### src/rtl/bus_arbiter.sv
// Round-robin bus arbiter with registered one-hot grant and source drive enables.
// Optional forced release of a stuck owner is built when BUS_ARB_TIMEOUT_EN is defined.
module bus_arbiter #(
    parameter int NREQ = 4,
    parameter int NSRC = 27,
    parameter int SRCW = 5
`ifdef BUS_ARB_TIMEOUT_EN
    ,
    parameter int TIMEOUT = 16
`endif
) (
    input  logic                 clock,
    input  logic                 clear,
    input  logic [NREQ-1:0]      req,
    input  logic [NREQ*SRCW-1:0] src_sel,
    output logic [NREQ-1:0]      gnt,
    output logic [NSRC-1:0]      src_en,
    output logic                 busy,
    output logic                 bad_src,
    output logic                 timeout_err,
    output logic [1:0]           fsm_state
);

    localparam int RRW = (NREQ > 1) ? $clog2(NREQ) : 1;
    localparam logic [SRCW:0] NSRC_LIM = (SRCW + 1)'(NSRC);

    typedef enum logic [1:0] {
        IDLE  = 2'd0,
        GRANT = 2'd1,
        TURN  = 2'd2
    } state_t;

    state_t          state, state_next;
    logic [RRW-1:0]  rr_ptr, rr_next;
    logic [RRW-1:0]  owner, owner_next;
    logic [RRW-1:0]  win;
    logic            found;
    logic [NREQ-1:0] mask;
    logic [NREQ-1:0] eligible;
    logic [NREQ-1:0] gnt_next;
    logic [NSRC-1:0] src_en_next;
    logic            busy_next;
    logic            bad_next;
    logic [SRCW-1:0] codes [NREQ];
    logic [SRCW-1:0] code;
    logic            code_ok;
    logic [NSRC-1:0] code_dec;

`ifdef BUS_ARB_TIMEOUT_EN
    localparam logic [7:0] LIMIT = 8'(TIMEOUT - 1);
    logic [7:0]      count, count_next;
    logic [NREQ-1:0] mask_next;
    logic            te_next;
`else
    assign mask        = '0;
    assign timeout_err = 1'b0;
`endif

    assign fsm_state = state;
    assign eligible  = req & ~mask;

    always_comb begin
        for (int k = 0; k < NREQ; k++) begin
            codes[k] = src_sel[k*SRCW +: SRCW];
        end
    end

    // First eligible requester at or after rr_ptr, wrapping; all indices are
    // constants once the loops unroll.
    always_comb begin
        found = 1'b0;
        win   = '0;
        for (int s = 0; s < NREQ; s++) begin
            if (rr_ptr == RRW'(s)) begin
                for (int i = 0; i < NREQ; i++) begin
                    if (!found && eligible[(s + i) % NREQ]) begin
                        found = 1'b1;
                        win   = RRW'((s + i) % NREQ);
                    end
                end
            end
        end
    end

    // In IDLE the winner's code is decoded for the grant edge; in GRANT the owner's.
    always_comb begin
        code     = codes[(state == IDLE) ? win : owner];
        code_ok  = ({1'b0, code} < NSRC_LIM);
        code_dec = '0;
        for (int i = 0; i < NSRC; i++) begin
            code_dec[i] = (code == SRCW'(i));
        end
    end

    always_comb begin
        state_next  = state;
        rr_next     = rr_ptr;
        owner_next  = owner;
        gnt_next    = '0;
        src_en_next = '0;
        bad_next    = 1'b0;
`ifdef BUS_ARB_TIMEOUT_EN
        count_next  = count;
        te_next     = 1'b0;
        mask_next   = mask & req;
`endif
        case (state)
            IDLE: begin
                if (found) begin
                    state_next    = GRANT;
                    owner_next    = win;
                    gnt_next[win] = 1'b1;
                    src_en_next   = code_dec;
                    bad_next      = !code_ok;
                    rr_next       = (win == RRW'(NREQ - 1)) ? '0 : win + RRW'(1);
`ifdef BUS_ARB_TIMEOUT_EN
                    count_next    = 8'd0;
`endif
                end
            end
            GRANT: begin
                if (!req[owner]) begin
                    state_next = TURN;
`ifdef BUS_ARB_TIMEOUT_EN
                end else if (count == LIMIT) begin
                    state_next       = TURN;
                    te_next          = 1'b1;
                    mask_next[owner] = 1'b1;
`endif
                end else begin
                    gnt_next    = gnt;
                    src_en_next = code_dec;
                    bad_next    = !code_ok;
`ifdef BUS_ARB_TIMEOUT_EN
                    count_next  = count + 8'd1;
`endif
                end
            end
            TURN:    state_next = IDLE;
            default: state_next = IDLE;
        endcase
        busy_next = (state_next != IDLE);
    end

    always_ff @(posedge clock or negedge clear) begin
        if (!clear) begin
            state   <= IDLE;
            rr_ptr  <= '0;
            owner   <= '0;
            gnt     <= '0;
            src_en  <= '0;
            busy    <= 1'b0;
            bad_src <= 1'b0;
        end else begin
            state   <= state_next;
            rr_ptr  <= rr_next;
            owner   <= owner_next;
            gnt     <= gnt_next;
            src_en  <= src_en_next;
            busy    <= busy_next;
            bad_src <= bad_next;
        end
    end

`ifdef BUS_ARB_TIMEOUT_EN
    always_ff @(posedge clock or negedge clear) begin
        if (!clear) begin
            count       <= 8'd0;
            mask        <= '0;
            timeout_err <= 1'b0;
        end else begin
            count       <= count_next;
            mask        <= mask_next;
            timeout_err <= te_next;
        end
    end
`endif

endmodule

### config.mk
export PLATFORM = sky130hd
export DESIGN_NAME = bus_arbiter
export DESIGN_NICKNAME = d
export VERILOG_FILES = /design/src/rtl/bus_arbiter.sv
export SDC_FILE = /design/constraint.sdc
export NUM_CORES = 1
export LEC_CHECK = 0
export BUFFER_PORTS_ARGS = -buffer_cell sky130_fd_sc_hd__buf_2
export CAP_MARGIN = 20
export CELL_PAD_IN_SITES_DETAIL_PLACEMENT = 0
export CELL_PAD_IN_SITES_GLOBAL_PLACEMENT = 1
export CORE_MARGIN = 3
export CORE_UTILIZATION = 31
export DETAILED_ROUTE_END_ITERATION = 12
export PLACE_DENSITY = 0.72
export SYNTH_ARGS = -nofsm -noshare
export SYNTH_HDL_FRONTEND = slang
export SYNTH_SLANG_ARGS = --single-unit
### constraint.sdc
create_clock -name clock -period 4.6 [get_ports clock]
set_input_delay 0.23 -clock clock [delete_from_list [all_inputs] [get_ports clock]]
set_output_delay 0.23 -clock clock [all_outputs]
set_load 0.03 [all_outputs]
==> metrics.csv <==
stage,metric,value,unit
synth,number of flops mapped to enable cells by yosys,0,
grt,All-Layer GR Usage,14.9,%
place,Final GP Congestion,0.770,
worst_setup_path,R2R Setup Slk,1870,ps
finish,diode count,0,
routing,routed len/inst,16.9,um
floorplan,Core Area,6130,um^2
floorplan,Core Rows,28,
power_and_ir_drop,Power Density,806,nW/um^2
synth,synthesized flop and latch total,39,
worst_setup_path,Worst path slowest cell,a31oi_1,
synth,Commonest cells post-synth,"dfrtp_1, nor4_1, nand2_1",
power_and_ir_drop,Final Power,1.97,mW
grt,pin count of the biggest net entering global routing,40,
synth,Ys Warns,0,
sta,max-slew violation count,0,
routing,Via Count,1656,
floorplan,top-level I/O count,62,
worst_setup_path,max incr delay on CP,560,ps
place,Post-DP Area,2360,um^2
worst_setup_path,WP buf/inv,0,
worst_setup_path,Startpoint Class,register,
routing,DRC viols,0,
cts,maximum clock path buffer count,2,
worst_setup_path,"Cell Chain, Critical Path","or2_1, nor2b_1, nor3_4, mux2_2, a31oi_1, nor4_1",
routing,Vias/cell,5.29,
grt,total grt overflow,0,
cts,clk sinks,39,
cts,CTS tree,done,
finish,# fillers,589,
synth,syn nets,209,
cts,hold-fix buffers at CTS,0,
worst_setup_path,reg-to-reg critical path endpoint,src_en[1]$_DFF_PN0_,
cts,H-tree depth,2,
grt,first-pass GRT wire length,8810,um
synth,Async SR Flop Fraction,100,%
worst_setup_path,Top delay family on crit path,simple AND/OR/NAND/NOR gates,
worst_setup_path,Required @ worst endpoint,4740,ps
sta,Worst Tran Pin Value,867,ps
worst_setup_path,R2R depth,6,
finish,Final Cell Area,2450,um^2
cts,worst skew pair latency,290,ps
worst_setup_path,CP max FO,12,
finish,Final #Nets,267,
cts,CTS Buf Count,5,
sta,"Min Clock Period, post-route",2730,ps
worst_setup_path,critical path type,register to register,
routing,Antenna Nets Post-Route,0,
finish,layout overhead on the synthesized area,20.6,%
synth,Avg Inst Size Synth,11.3,um^2
routing,initial DRC count,87,
sta,Final TNS setup,0,ps
grt,antenna violations before repair,0,
place,DP HPWL,3810,um
synth,Mapped Area,2030,um^2
worst_setup_path,critical path endpoint category,register,
synth,count of cell types in the netlist,52,
power_and_ir_drop,Max IR drop VDD,0.466,mV
routing,final WL,5280,um
cts,post-CTS setup buffers,0,
synth,Main synth FF type,dfrtp_1,
finish,share of layout cells above drive strength 1,36.1,%
flow_run,number of max-cap violations,0,
floorplan,Starting Density,33.1,%
run_status,status,"finished, final reports clean",
place,buffers added on ports,60,
sta,Final period util,59.4,%
worst_setup_path,Worst EP arrival,2870,ps
synth,post-synth top area cell,dfrtp_1,
sta,max_slew headroom,42.2,%
sta,RSZ-0062 raised after global routing,no,
floorplan,full die area,7550,um^2
sta,final setup fails,0,
routing,Detailed Routing Iterations Pass 1,4,
sta,Clock Skew,5.84,ps
hold_path,Hold Path Class,primary input to async pin,
synth,largest cells by area after synthesis,"dfrtp_1, nor4_1, nand2_1",
synth,share of the synthesized area in the top cell type,48.1,%
grt,vias in the first global route,1720,
cts,cts repair resizes,0,
synth,post-synthesis instance total,179,
floorplan,Die Y,86.9,um
power_and_ir_drop,leakage power,1.17,nW
synth,"count leader, synth",dfrtp_1,
floorplan,Die Span X,86.9,um
cts,root buffer cell,clkbuf_8,
synth,"Seq/Total Area, Yosys",48.1,%
finish,sequential cell area,976,um^2
worst_setup_path,Reg2Reg Launch Point,fsm_state[0]$_DFF_PN0_,
sta,Max Freq,0.366,GHz
sta,final hold viol count,0,
cts,clk slew on worst S/H paths,80,ps
finish,area occupied by multi-input gates,962,um^2
-- worst register-to-register path, delay by kind of cell (launching register included) --
family	cells	cell delay, ps
mux	1	430
flops	1	410
compound gates	1	560
simple gates	4	1180
-- report_power, final --
part / switching [mW] / internal, mW
logic: 0.902 / 0.364
registers: 0.0526 / 0.428
clock network: 0.122 / 0.105
-- layer usage --
| layer | global-route usage [%] | routed length, um |
|---|---|---|
| met5 | 0 | 0 |
| met4 | 5.10 | 64 |
| met3 | 2.65 | 245 |
| met2 | 22.6 | 2420 |
| met1 | 21.4 | 2550 |
-- cell families after synthesis --
group	after synthesis	synth area share, %
simple gates	79	23.0
flops	39	48.1
compound gates	37	18.9
buf+inv	15	4.50
mux	4	2.90
fa+ha+maj	4	2.47
other cells	1	0.185
-- how the worst max path moves through the flow --
stage / startpoint / end / slack, ps / cells after the start
floorplan: fsm_state[0]$_DFF_PN0_ / src_en[11]$_DFF_PN0_ / 2130 / 7
global placement: req[0] / src_en[2]$_DFF_PN0_ / 1950 / 7
detailed placement: fsm_state[0]$_DFF_PN0_ / src_en[1]$_DFF_PN0_ / 1920 / 6
CTS: fsm_state[0]$_DFF_PN0_ / src_en[1]$_DFF_PN0_ / 1900 / 6
global route: fsm_state[0]$_DFF_PN0_ / src_en[10]$_DFF_PN0_ / 1590 / 6
finish: fsm_state[0]$_DFF_PN0_ / src_en[1]$_DFF_PN0_ / 1870 / 6
-- through the flow --
step                setup WS, ps  hold slack, ps  util (%)  std cells
floorplan                   2130           -65.6         -        179
global placement            1950             386      38.5        305
detailed placement          1920             400      38.5        305
CTS                         1900            79.1      39.9        313
global route                1590             125      39.9        313
finish                      1870            46.1      39.9        313
-- sequential cells by signal, summed over array words and instances (netlist names) --
| name | flops |
|---|---|
| bad_src | 1 |
| busy | 1 |
| fsm_state | 2 |
| gnt | 4 |
| owner | 2 |
| rr_ptr | 2 |
| src_en | 27 |
-- area by class of cell --
class                           count  area share, %
Clock buffer                        5           2.81
Timing Repair Buffer               61           12.6
Tap cell                           75           3.83
Sequential cell                    39           39.9
Clock inverter                      3          0.818
Inverter                            5          0.767
Multi-Input combinational cell    125           39.3
-- cells in the final DEF, fill, tap and decap left out, types with 2 or more instances in the layout --
cell / n
a31oi_1: 3
inv_1: 5
o2111ai_1: 2
buf_2: 60
o221ai_1: 2
nand2b_1: 3
clkinvlp_4: 2
nand3_1: 2
o31a_1: 2
dfrtp_1: 39
and2_1: 2
nor4_2: 4
nand2_1: 19
clkbuf_8: 5
ha_1: 4
nand4_1: 2
nor2b_1: 3
mux2_2: 2
a22o_1: 4
nor4_1: 24
nor2_1: 9
o21ai_0: 2
a21oi_1: 3
nor3_1: 4
o31ai_1: 2
No activity file was read; power rests on OpenSTA's default activity.
